## src/rtl/leaf_rx_depacketizer_pkg.sv

```systemverilog
// BFT packet layout shared by the leaf receive path: field positions, extract helpers
// and the stage-1 classification of a registered packet.
package leaf_pkt_pkg;

  localparam int PKT_W     = 49;
  localparam int VALID_BIT = 48;
  localparam int ADDR_HI   = 47;
  localparam int ADDR_LO   = 43;
  localparam int PORT_HI   = 42;
  localparam int PORT_LO   = 39;
  localparam int TAG_HI    = 38;
  localparam int TAG_LO    = 32;
  localparam int DATA_HI   = 31;
  localparam int DATA_LO   = 0;
  localparam int ENTRY_W   = 36;

  typedef logic [PKT_W-1:0] pkt_t;

  typedef enum logic [1:0] {
    ACT_NONE,
    ACT_PUSH,
    ACT_BOUNCE,
    ACT_DROP
  } rx_action_t;

  function automatic logic [3:0] pkt_port(pkt_t p);
    return p[PORT_HI:PORT_LO];
  endfunction

  function automatic logic [31:0] pkt_data(pkt_t p);
    return p[DATA_HI:DATA_LO];
  endfunction

  // Full is the occupancy before any same-cycle pop, so a full FIFO always bounces.
  function automatic rx_action_t classify(pkt_t p, logic [4:0] leaf, logic full);
    if (!p[VALID_BIT]) return ACT_NONE;
    if (p[ADDR_HI:ADDR_LO] != leaf) return ACT_DROP;
    return full ? ACT_BOUNCE : ACT_PUSH;
  endfunction

  function automatic logic [15:0] sat_inc16(logic [15:0] v, logic en);
    return (en && (v != 16'hFFFF)) ? v + 16'd1 : v;
  endfunction

endpackage

```

## src/rtl/leaf_rx_depacketizer_if.sv

```systemverilog
// Leaf-side bus bundle: BFT packet in, bounce path back to BFT, payload stream to the page.
interface leaf_rx_depacketizer_if;
  import leaf_pkt_pkg::*;

  pkt_t        din_leaf_bft2interface;
  pkt_t        dout_leaf_interface2bft;
  logic        resend;
  logic        ap_start;
  logic [31:0] dout;
  logic [3:0]  dout_port;
  logic        dout_valid;
  logic        dout_ready;
  logic        addr_err;

  modport slave (
    input  din_leaf_bft2interface, ap_start, dout_ready,
    output dout_leaf_interface2bft, resend, dout, dout_port, dout_valid, addr_err
  );

  modport master (
    output din_leaf_bft2interface, ap_start, dout_ready,
    input  dout_leaf_interface2bft, resend, dout, dout_port, dout_valid, addr_err
  );
endinterface

```

## src/rtl/leaf_rx_fifo.sv

```systemverilog
// Synchronous first-word-fall-through FIFO; DEPTH must be a power of two so pointers wrap freely.
module leaf_rx_fifo #(
  parameter int WIDTH = 36,
  parameter int DEPTH = 16
) (
  input  logic                       clk,
  input  logic                       rst,
  input  logic                       push_i,
  input  logic [WIDTH-1:0]           wdata_i,
  input  logic                       pop_i,
  output logic [WIDTH-1:0]           rdata_o,
  output logic [$clog2(DEPTH):0]     count_o,
  output logic                       empty_o,
  output logic                       full_o
);
  localparam int AW = $clog2(DEPTH);
  localparam int CW = AW + 1;

  logic [WIDTH-1:0] mem_q [DEPTH];
  logic [AW-1:0]    wr_ptr_q, wr_ptr_d, rd_ptr_q, rd_ptr_d;
  logic [CW-1:0]    count_q, count_d;
  logic             do_push, do_pop;

  assign empty_o = (count_q == '0);
  assign full_o  = (count_q == CW'(DEPTH));
  assign do_push = push_i && !full_o;
  assign do_pop  = pop_i && !empty_o;
  assign rdata_o = mem_q[rd_ptr_q];
  assign count_o = count_q;

  always_comb begin
    wr_ptr_d = wr_ptr_q;
    rd_ptr_d = rd_ptr_q;
    count_d  = count_q;
    if (do_push) wr_ptr_d = wr_ptr_q + AW'(1);
    if (do_pop)  rd_ptr_d = rd_ptr_q + AW'(1);
    case ({do_push, do_pop})
      2'b10:   count_d = count_q + CW'(1);
      2'b01:   count_d = count_q - CW'(1);
      default: count_d = count_q;
    endcase
  end

  always_ff @(posedge clk or posedge rst) begin
    if (rst) begin
      wr_ptr_q <= '0;
      rd_ptr_q <= '0;
      count_q  <= '0;
    end else begin
      wr_ptr_q <= wr_ptr_d;
      rd_ptr_q <= rd_ptr_d;
      count_q  <= count_d;
    end
  end

  always_ff @(posedge clk) begin
    if (do_push) mem_q[wr_ptr_q] <= wdata_i;
  end

endmodule

```

## src/rtl/leaf_rx_depacketizer.sv

```systemverilog
// BFT leaf receive path: register packet, check address, queue {port,payload} or bounce when full.
// Defining LEAF_RX_STATS_EN adds 16-bit saturating accept/bounce/address-error counters.
module leaf_rx_depacketizer
  import leaf_pkt_pkg::*;
#(
  parameter logic [4:0] LEAF_ADDR  = 5'd0,
  parameter int         FIFO_DEPTH = 16
) (
  input  logic clk,
  input  logic reset,
`ifdef LEAF_RX_STATS_EN
  output logic [15:0] stat_accepted,
  output logic [15:0] stat_bounced,
  output logic [15:0] stat_addr_err,
`endif
  leaf_rx_depacketizer_if.slave bus
);
  localparam int CW = $clog2(FIFO_DEPTH) + 1;

  pkt_t               pkt_q, bounce_q, bounce_d;
  logic               resend_q, resend_d, addr_err_q, addr_err_d;
  rx_action_t         act;
  logic               fifo_full, fifo_empty, fifo_pop;
  logic [ENTRY_W-1:0] fifo_rdata;
  logic [CW-1:0]      fifo_count_unused;

  always_comb begin
    act        = classify(pkt_q, LEAF_ADDR, fifo_full);
    resend_d   = (act == ACT_BOUNCE);
    addr_err_d = (act == ACT_DROP);
    bounce_d   = (act == ACT_BOUNCE) ? pkt_q : bounce_q;
  end

  always_ff @(posedge clk or posedge reset) begin
    if (reset) begin
      pkt_q      <= '0;
      bounce_q   <= '0;
      resend_q   <= 1'b0;
      addr_err_q <= 1'b0;
    end else begin
      pkt_q      <= bus.din_leaf_bft2interface;
      bounce_q   <= bounce_d;
      resend_q   <= resend_d;
      addr_err_q <= addr_err_d;
    end
  end

  leaf_rx_fifo #(
    .WIDTH (ENTRY_W),
    .DEPTH (FIFO_DEPTH)
  ) u_fifo (
    .clk     (clk),
    .rst     (reset),
    .push_i  (act == ACT_PUSH),
    .wdata_i ({pkt_port(pkt_q), pkt_data(pkt_q)}),
    .pop_i   (fifo_pop),
    .rdata_o (fifo_rdata),
    .count_o (fifo_count_unused),
    .empty_o (fifo_empty),
    .full_o  (fifo_full)
  );

  // ap_start only gates the page-side stream; filling and bouncing continue regardless.
  assign bus.dout_valid              = !fifo_empty && bus.ap_start;
  assign fifo_pop                    = bus.dout_valid && bus.dout_ready;
  assign bus.dout                    = fifo_rdata[31:0];
  assign bus.dout_port               = fifo_rdata[35:32];
  assign bus.dout_leaf_interface2bft = bounce_q;
  assign bus.resend                  = resend_q;
  assign bus.addr_err                = addr_err_q;

`ifdef LEAF_RX_STATS_EN
  logic [15:0] st_acc_q, st_bnc_q, st_aer_q;

  always_ff @(posedge clk or posedge reset) begin
    if (reset) begin
      st_acc_q <= '0;
      st_bnc_q <= '0;
      st_aer_q <= '0;
    end else begin
      st_acc_q <= sat_inc16(st_acc_q, act == ACT_PUSH);
      st_bnc_q <= sat_inc16(st_bnc_q, act == ACT_BOUNCE);
      st_aer_q <= sat_inc16(st_aer_q, act == ACT_DROP);
    end
  end

  assign stat_accepted = st_acc_q;
  assign stat_bounced  = st_bnc_q;
  assign stat_addr_err = st_aer_q;
`endif

endmodule

```

## src/flat_wrapper.sv

```systemverilog
// flat-port wrapper written by rule: the top's interface ports become plain ports
module leaf_rx_depacketizer_flat import leaf_pkt_pkg::*;
#(
  parameter logic [4:0] LEAF_ADDR  = 5'd0,
  parameter int         FIFO_DEPTH = 16
)
  (clk, reset, bus_din_leaf_bft2interface, bus_ap_start, bus_dout_ready, bus_dout_leaf_interface2bft, bus_resend, bus_dout, bus_dout_port, bus_dout_valid, bus_addr_err);
  leaf_rx_depacketizer_if bus_i ();
  input  logic clk;
  input  logic reset;
  input wire logic [$bits(bus_i.din_leaf_bft2interface)-1:0] bus_din_leaf_bft2interface;
  input wire logic [$bits(bus_i.ap_start)-1:0] bus_ap_start;
  input wire logic [$bits(bus_i.dout_ready)-1:0] bus_dout_ready;
  output wire logic [$bits(bus_i.dout_leaf_interface2bft)-1:0] bus_dout_leaf_interface2bft;
  output wire logic [$bits(bus_i.resend)-1:0] bus_resend;
  output wire logic [$bits(bus_i.dout)-1:0] bus_dout;
  output wire logic [$bits(bus_i.dout_port)-1:0] bus_dout_port;
  output wire logic [$bits(bus_i.dout_valid)-1:0] bus_dout_valid;
  output wire logic [$bits(bus_i.addr_err)-1:0] bus_addr_err;
  assign bus_i.din_leaf_bft2interface = bus_din_leaf_bft2interface;
  assign bus_i.ap_start = bus_ap_start;
  assign bus_i.dout_ready = bus_dout_ready;
  assign bus_dout_leaf_interface2bft = bus_i.dout_leaf_interface2bft;
  assign bus_resend = bus_i.resend;
  assign bus_dout = bus_i.dout;
  assign bus_dout_port = bus_i.dout_port;
  assign bus_dout_valid = bus_i.dout_valid;
  assign bus_addr_err = bus_i.addr_err;
  leaf_rx_depacketizer #(.LEAF_ADDR(LEAF_ADDR), .FIFO_DEPTH(FIFO_DEPTH)) u_core (.clk(clk), .reset(reset), .bus(bus_i));
endmodule
```

## config.mk

```make
export PLATFORM = sky130hd
export DESIGN_NAME = leaf_rx_depacketizer_flat
export DESIGN_NICKNAME = d
export VERILOG_FILES = /design/src/rtl/leaf_rx_depacketizer_pkg.sv /design/src/rtl/leaf_rx_depacketizer_if.sv /design/src/rtl/leaf_rx_fifo.sv /design/src/rtl/leaf_rx_depacketizer.sv /design/src/flat_wrapper.sv
export SDC_FILE = /design/constraint.sdc
export NUM_CORES = 1
export LEC_CHECK = 0
export ABC_AREA = 0
export BUFFER_PORTS_ARGS = -buffer_cell sky130_fd_sc_hd__buf_2
export CORE_AREA = 2 2 221 223
export DETAILED_ROUTE_END_ITERATION = 8
export DIE_AREA = 0 0 223 225
export PLACE_DENSITY = 0.72
export SKIP_CTS_REPAIR_TIMING = 1
export SYNTH_ARGS = -nofsm -noshare
export SYNTH_HDL_FRONTEND = slang
export SYNTH_SLANG_ARGS = --single-unit
export TNS_END_PERCENT = 30
```

## constraint.sdc

```tcl
create_clock -name clk -period 4.8 [get_ports clk]
set_input_delay 0.48 -clock clk [delete_from_list [all_inputs] [get_ports clk]]
set_output_delay 0.48 -clock clk [all_outputs]
set_load 0.005 [all_outputs]
```

==> results.toml, run 1 <==
[placement]
place.gp.congestion = 0.7485
post-dp-hpwl_mm = 30.16
place.port_buffers = 140
instance_area_after_placement_um2 = 27560
dp_worst_slack_ns = 1.513

[cts]
clkTransAtPathRegs_ns = 0.06
htreeDepth = 3
clock_tree.root_cell = "sky130_fd_sc_hd__clkbuf_16"
tritoncts = "done"
clk_sink_count = 689
cts-root-to-sink-buffers = 3
cts-buffers-inserted = 69
clkLatencyLatePin_ns = 0.60

[floorplanning]
start_util_pct = 54.54
dieHeight_um = 225
die_footprint_um2 = 50180
die-width_um = 223
coreArea_um2 = 47550
floorplan.io_pins = 141
rows = 80

[global_route]
grt_pass1_wl_mm = 79.72
grt_overflow = 0
grt_start_max_net_pins = 48
grt.total_usage_pct = 21.48
grt_pass1_vias = 13410
antenna_found_initial = 0

[pwr]
p_comb_share_pct = 22.8
power.internal_w = 0.01140
power_switching_share_pct = 28.26
power.clock.fraction_pct = 33.3
power.density_nw_per_um2 = 524.5
power.net_switching_w = 0.004492
report.power.total_w = 0.01589
worst_ir_drop_vdd_mv = 0.3287
share_seq_of_total_power_pct = 44.0
cellLeakagePower_nw = 11.20

[yosys]
postSynthRegisterBits = 689
synth_enable_flop_cells = 576
synth_cell_types = 37
synthesis.area_per_instance_um2 = 20.07
synth-xor-area-share_pct = 0.3040
synth.top_cell.area_share_pct = 66.71
synth_top_flop_cell = "sky130_fd_sc_hd__edfxtp_1"
synthCells = 1292
synth_top_family_by_area = "multiplexers"
synth_top_cells_by_count = "sky130_fd_sc_hd__edfxtp_1, sky130_fd_sc_hd__mux2i_1, sky130_fd_sc_hd__dfrtp_1"
synth_fa_ha_area_share_pct = 0.5115
asyncSetResetFlopFracSynth_pct = 16.40
synth_mux_area_share_pct = 14.43
synth_nets = 1355
ys.warnings.count = 0
netlist_top_cells_area = "sky130_fd_sc_hd__edfxtp_1, sky130_fd_sc_hd__dfrtp_1, sky130_fd_sc_hd__mux4_2"
most_area_hungry_cell_type_in_the_yosys_netlist = "sky130_fd_sc_hd__edfxtp_1"
synthMostInstantiatedCell = "sky130_fd_sc_hd__edfxtp_1"
area_share_of_and_or_nand_nor_cells_after_synthesis_pct = 2.417
syn-cell-area_um2 = 25930
seq_area_frac_synth_pct = 77.61
synth-compound-area-share_pct = 3.383

[routing]
detailedRoute.firstIterationViolations = 1206
postRouteWirelength_mm = 53.31
num_vias = 12870
remaining_drc_errors = 0
detail_route.vias_per_cell = 5.872
drt-pass1-iter-count = 5
drt-wirelength-per-cell_um = 24.32
ant_nets = 0

[hold_path]
holdPathStages = 1
worst_min_path_start = "bus_din_leaf_bft2interface[6]"
worstHoldPathType = "in2reg"
worstHoldEndpoint = "u_core.pkt_q[6]"

[final_layout]
drive_above_1_share_pct = 27.27
fin_util_pct = 63.73
n_antenna_cell = 0
post-route-cell-area_um2 = 30300
signed_area_change_from_the_synthesized_netlist_to_the_final_layout_pct = 16.86
number_of_nets_in_the_finished_design = 1586

[timing]
worst-slew-pin-transition_ns = 1.207
period_share_pct = 80.41
achievable_freq_mhz = 259.1
rsz0062_at_grt = "false"
layout_skew_ns = 0.01575
final_hold_vio_count = 0
worst_slew_margin_rel_pct = 19.32
worst_slack_ns = 0.9403
totalNegativeSetupSlack_ns = 0
number_of_slew_limit_violations_in_the_final_report = 0
finalWorstPathRequiredPeriod_ns = 3.860
setup_viol = 0

[critical_path]
critical_path.max_fanout = 37
regToRegStartpoint = "u_core.pkt_q[45]"
critical_path_depth = 6
reg2reg_to = "u_core.u_fifo.mem_q[5][18]"
path_class = "reg2out"
start_kind = "flip-flop"
worstPathArrival_ns = 3.38
cp_top_family = "simple AND/OR/NAND/NOR gates"
slowest_cell_on_crit_path = "sky130_fd_sc_hd__dfrtp_2"
worst_ep_required_time_ns = 4.32
path_buf_inv = 2
max_stage_delay_ns = 1.06
crit_path_cell_trace = "nor2b_4, buf_4, a22oi_1, nand3_1, nand2_1, buf_2"
critPathCaptureType = "output pin"
r2r_setup_slack_ns = 1.48
ff2ff_path_depth = 5

[status]
run_status = "completed"

[flow_run]
maxCapViolCount = 0
## layer usage
layer | share of wire (%) | GRT usage, % | routed length (um)
met4 | 1.8 | 6.582 | 940
met3 | 6.9 | 4.276 | 3697
met2 | 50 | 35.05 | 26440
met5 | 0 | 0 | 0
met1 | 42 | 29.66 | 22230
## power groups by stage
| stage | sequential, W | combinational [W] | clock, W |
|---|---|---|---|
| 2_1_floorplan | 0.00681 | 0.00262 | 0 |
| 3_3_place_gp | 0.00710 | 0.00359 | 0 |
| 3_5_place_dp | 0.00712 | 0.00362 | 0 |
| 4_1_cts | 0.00699 | 0.00365 | 0.00538 |
| 5_1_grt | 0.00702 | 0.00391 | 0.00557 |
| 6_report | 0.00699 | 0.00362 | 0.00529 |
## through the flow
| step | cells | hold WS (ns) |
|---|---|---|
| 6_report | 2192 | 0.004619 |
| 5_1_grt | 2192 | 0.003282 |
| 4_1_cts | 2143 | -0.1367 |
| 3_5_place_dp | 2018 | 0.4478 |
| 3_3_place_gp | 2018 | 0.4452 |
| 2_1_floorplan | 1292 | 0.4576 |
## how the worst max path moves through the flow
stage / start / to / slack, ns
global placement: u_core.u_fifo.rd_ptr_q[2] / bus_dout_port[2] / 1.57
CTS: u_core.u_fifo.rd_ptr_q[2] / bus_dout_port[2] / 0.92
floorplan: u_core.pkt_q[46] / u_core.u_fifo.mem_q[3][0] / 0.38
finish: u_core.u_fifo.rd_ptr_q[2] / bus_dout_port[2] / 0.94
detailed placement: u_core.pkt_q[46] / u_core.u_fifo.mem_q[5][26] / 1.51
global route: u_core.u_fifo.rd_ptr_q[2] / bus_dout[30] / 0.76
## flip-flops by register name, indices dropped and copies added, names as in the netlist
| signal | flops |
|---|---|
| u_core.u_fifo.rd_ptr_q | 4 |
| u_core.bus.resend | 1 |
| u_core.bus.addr_err | 1 |
| u_core.pkt_q | 49 |
| u_core.bus.dout_leaf_interface2bft | 49 |
| u_core.u_fifo.count_o | 5 |
| u_core.u_fifo.wr_ptr_q | 4 |
| u_core.u_fifo.mem_q | 576 |
## cell type report
cell class | instances | area (um^2)
Clock inverter | 39 | 302.8
Clock buffer | 86 | 1948
Tap cell | 615 | 769.5
Fill cell | 3178 | 17240
Inverter | 9 | 36.28
Multi-Input combinational cell | 528 | 5597
Timing Repair Buffer | 226 | 1519
Sequential cell | 689 | 20130
## layout by cell type (no fill, tap or decap), drive strengths merged, types with 5 or more instances in the layout
cell	instances
mux2i	144
dlygate4sd3	49
a22oi	108
inv	11
ha	9
mux4	72
edfxtp	576
nor3	5
clkinv	29
mux2	46
buf	177
and2	6
dfrtp	113
nor2	15
xnor2	8
clkbuf	86
nand3	43
nand2	44
## kinds of logic (layout without fill, tap and decap cells)
kind of cell / after synthesis / after routing
xor+xnor: 9 / 9
mux: 262 / 262
fa+ha+maj: 10 / 10
simple gates: 128 / 128
compound gates: 119 / 119
flops: 689 / 689
buf+inv: 75 / 360
No activity file was read; power rests on OpenSTA's default activity.
==> run 2: changes to the inputs <==
Clock period 4.8 ns to 3.6 ns, I/O delays scaled along.
==> run 2 against run 1 <==
  * Combinational power rose by 40%
  * Non-clock buffer count rose by 19
  * Register-to-register slack got worse by 0.79 ns
  * Core utilization rose by 0.54 points
  * First-iteration DRC count fell by 1.9%
  * Die area did not move
  * Via count rose by 0.44%
  * Design area rose by 0.85%
  * Routed wire length fell by 0.80%
  * Critical endpoint is now bus_dout_port[3]
  * Largest cell class unchanged
  * Largest power group unchanged
==> results.toml, run 2 (same netlist as run 1, synthesis figures left out) <==
[status]
run_status = "completed"

[final_layout]
largest_reg_flops = 576
post-route-cell-area_um2 = 30560
largest_register = "u_core.u_fifo.mem_q"
filler_cell_count = 3128
drive_above_1_share_pct = 27.33
signed_area_change_from_the_synthesized_netlist_to_the_final_layout_pct = 17.85
mostFrequentLayoutCell = "sky130_fd_sc_hd__edfxtp_1"
commonest_cells_after_routing_fill_and_taps_aside = "sky130_fd_sc_hd__edfxtp_1, sky130_fd_sc_hd__mux2i_1, sky130_fd_sc_hd__buf_2, sky130_fd_sc_hd__dfrtp_1, sky130_fd_sc_hd__a22oi_1"
number_of_nets_in_the_finished_design = 1606
layoutNonFillerInstCount = 2214
n_antenna_cell = 0

[cts]
clkTransAtPathRegs_ns = 0.06
cts-root-to-sink-buffers = 3
clk_sink_count = 689
clkLatencyLatePin_ns = 0.60
tritoncts = "done"
cts-buffers-inserted = 70
htreeDepth = 3
clock_tree.root_cell = "sky130_fd_sc_hd__clkbuf_16"

[floorplanning]
dieHeight_um = 225
floorplan.io_pins = 141
coreArea_um2 = 47550
die-width_um = 223
rows = 80
start_util_pct = 54.54
die_footprint_um2 = 50180

[global_route]
grt_pass1_vias = 13080
grt.total_usage_pct = 21.17
global_route.peak_usage_layer = "met2"
grt_pass1_wl_mm = 78.92
grt_start_max_net_pins = 54
global_route.usage.met3_pct = 4.029
grt_overflow = 0
grt.met2_usage_pct = 34.51
antenna_found_initial = 0
use_met1_pct = 29.28

[timing]
finalWorstPathRequiredPeriod_ns = 3.428
number_of_slew_limit_violations_in_the_final_report = 0
final_hold_vio_count = 0
worst_slew_margin_rel_pct = 24.31
period_share_pct = 95.22
rsz0062_at_grt = "false"
setup_viol = 0
achievable_freq_mhz = 291.7
worst-slew-pin-transition_ns = 1.133
layout_skew_ns = 0.02815

[routing]
drt-wirelength-per-cell_um = 23.89
num_vias = 12930
detailedRoute.firstIterationViolations = 1183
detail_route.vias_per_cell = 5.839
drt-pass1-iter-count = 5
remaining_drc_errors = 0
ant_nets = 0
postRouteWirelength_mm = 52.89

[pwr]
share_seq_of_total_power_pct = 43.0
power.internal_w = 0.01535
cellLeakagePower_nw = 11.29
worst_ir_drop_vdd_mv = 0.4133
power.clock.fraction_pct = 33.2
power.density_nw_per_um2 = 698.2
power_switching_share_pct = 28.07
power.net_switching_w = 0.005989
p_comb_share_pct = 23.7

[critical_path]
worst_ep_required_time_ns = 3.24
critical_path.max_fanout = 23
critPathCaptureType = "output pin"
ff2ff_path_depth = 8
path_class = "reg2out"
start_kind = "flip-flop"
worstPathArrival_ns = 3.07

[placement]
post-dp-hpwl_mm = 30.17
instance_area_after_placement_um2 = 27790
post_placement_cell_count = 2036
place.port_buffers = 140
place.gp.congestion = 0.7546

[hold_path]
holdPathStages = 5
worstHoldPathType = "in2reg"

[flow_run]
maxCapViolCount = 0
## run 2: changes by cell type in the layout (fill, tap and decap cells not counted), sizes merged
cell / before / now
buf: 177 / 195
clkinvlp: 4 / 2
dlygate4sd3: 49 / 50
bufinv: 4 / 3
clkinv: 29 / 16
clkbuf: 86 / 105
## run 2: area by class of cell
type | count | area (um^2) | area share [%]
inverters | 9 | 38.79 | 0.1269
flip-flops and latches | 689 | 20130 | 65.88
clock buffers | 105 | 2071 | 6.776
repair buffers | 245 | 1739 | 5.691
multi-input cells | 528 | 5609 | 18.35
well taps | 615 | 769.5 | 2.518
clock inverters | 23 | 200.2 | 0.6551
## run 2: worst paths after layout
path | end | slack [ns] | from
worst max-delay path | bus_dout_port[3] | 0.17 | u_core.u_fifo.rd_ptr_q[2]
worst min-delay path | u_core.u_fifo.rd_ptr_q[2] | 0.22 | bus_dout_ready
worst max register to register | u_core.u_fifo.count_o[4] | 0.69 | u_core.u_fifo.count_o[0]
worst min register to register | u_core.bus.dout_leaf_interface2bft[48] | 0.47 | u_core.bus.dout_leaf_interface2bft[48]
max in group asynchronous | u_core.pkt_q[4] | 2.40 | reset
min in group asynchronous | u_core.bus.dout_leaf_interface2bft[28] | 0.34 | reset
## run 2: layer usage
layer	share of wire, %	up-vias
li1	-	5699
met1	43	6682
met2	49	440
met3	5.9	107
met4	2.5	0
met5	0	-
## run 2: critical path, cell delays in order (launching register included)
cell and delay [ns]:
sky130_fd_sc_hd__dfrtp_2 0.85, sky130_fd_sc_hd__and2_2 0.75, sky130_fd_sc_hd__buf_4 0.32, sky130_fd_sc_hd__a22oi_1 0.15, sky130_fd_sc_hd__nand3_1 0.15, sky130_fd_sc_hd__nand2_1 0.09
sky130_fd_sc_hd__buf_2 0.14
## run 2: through the flow
step	hold slack, ns	setup slack (ns)	util (%)	TNS (ns)	power (W)
2_1_floorplan	0.3914	-0.7643	-	-55.03	0.01258
3_3_place_gp	0.4239	0.8161	58.44	0	0.01435
3_5_place_dp	0.4325	0.6716	58.44	0	0.01441
4_1_cts	-0.2059	0.1494	63.22	0	0.02148
5_1_grt	0.2521	0.08704	64.27	0	0.02220
6_report	0.2234	0.1719	64.27	0	0.02134
## run 2: power by group through the flow
stage | clock, W | combinational (W) | sequential, W
floorplan | 0 | 0.00350 | 0.00909
global route | 0.00750 | 0.00548 | 0.00922
CTS | 0.00720 | 0.00510 | 0.00918
detailed placement | 0 | 0.00507 | 0.00934
finish | 0.00709 | 0.00506 | 0.00918
global placement | 0 | 0.00502 | 0.00932
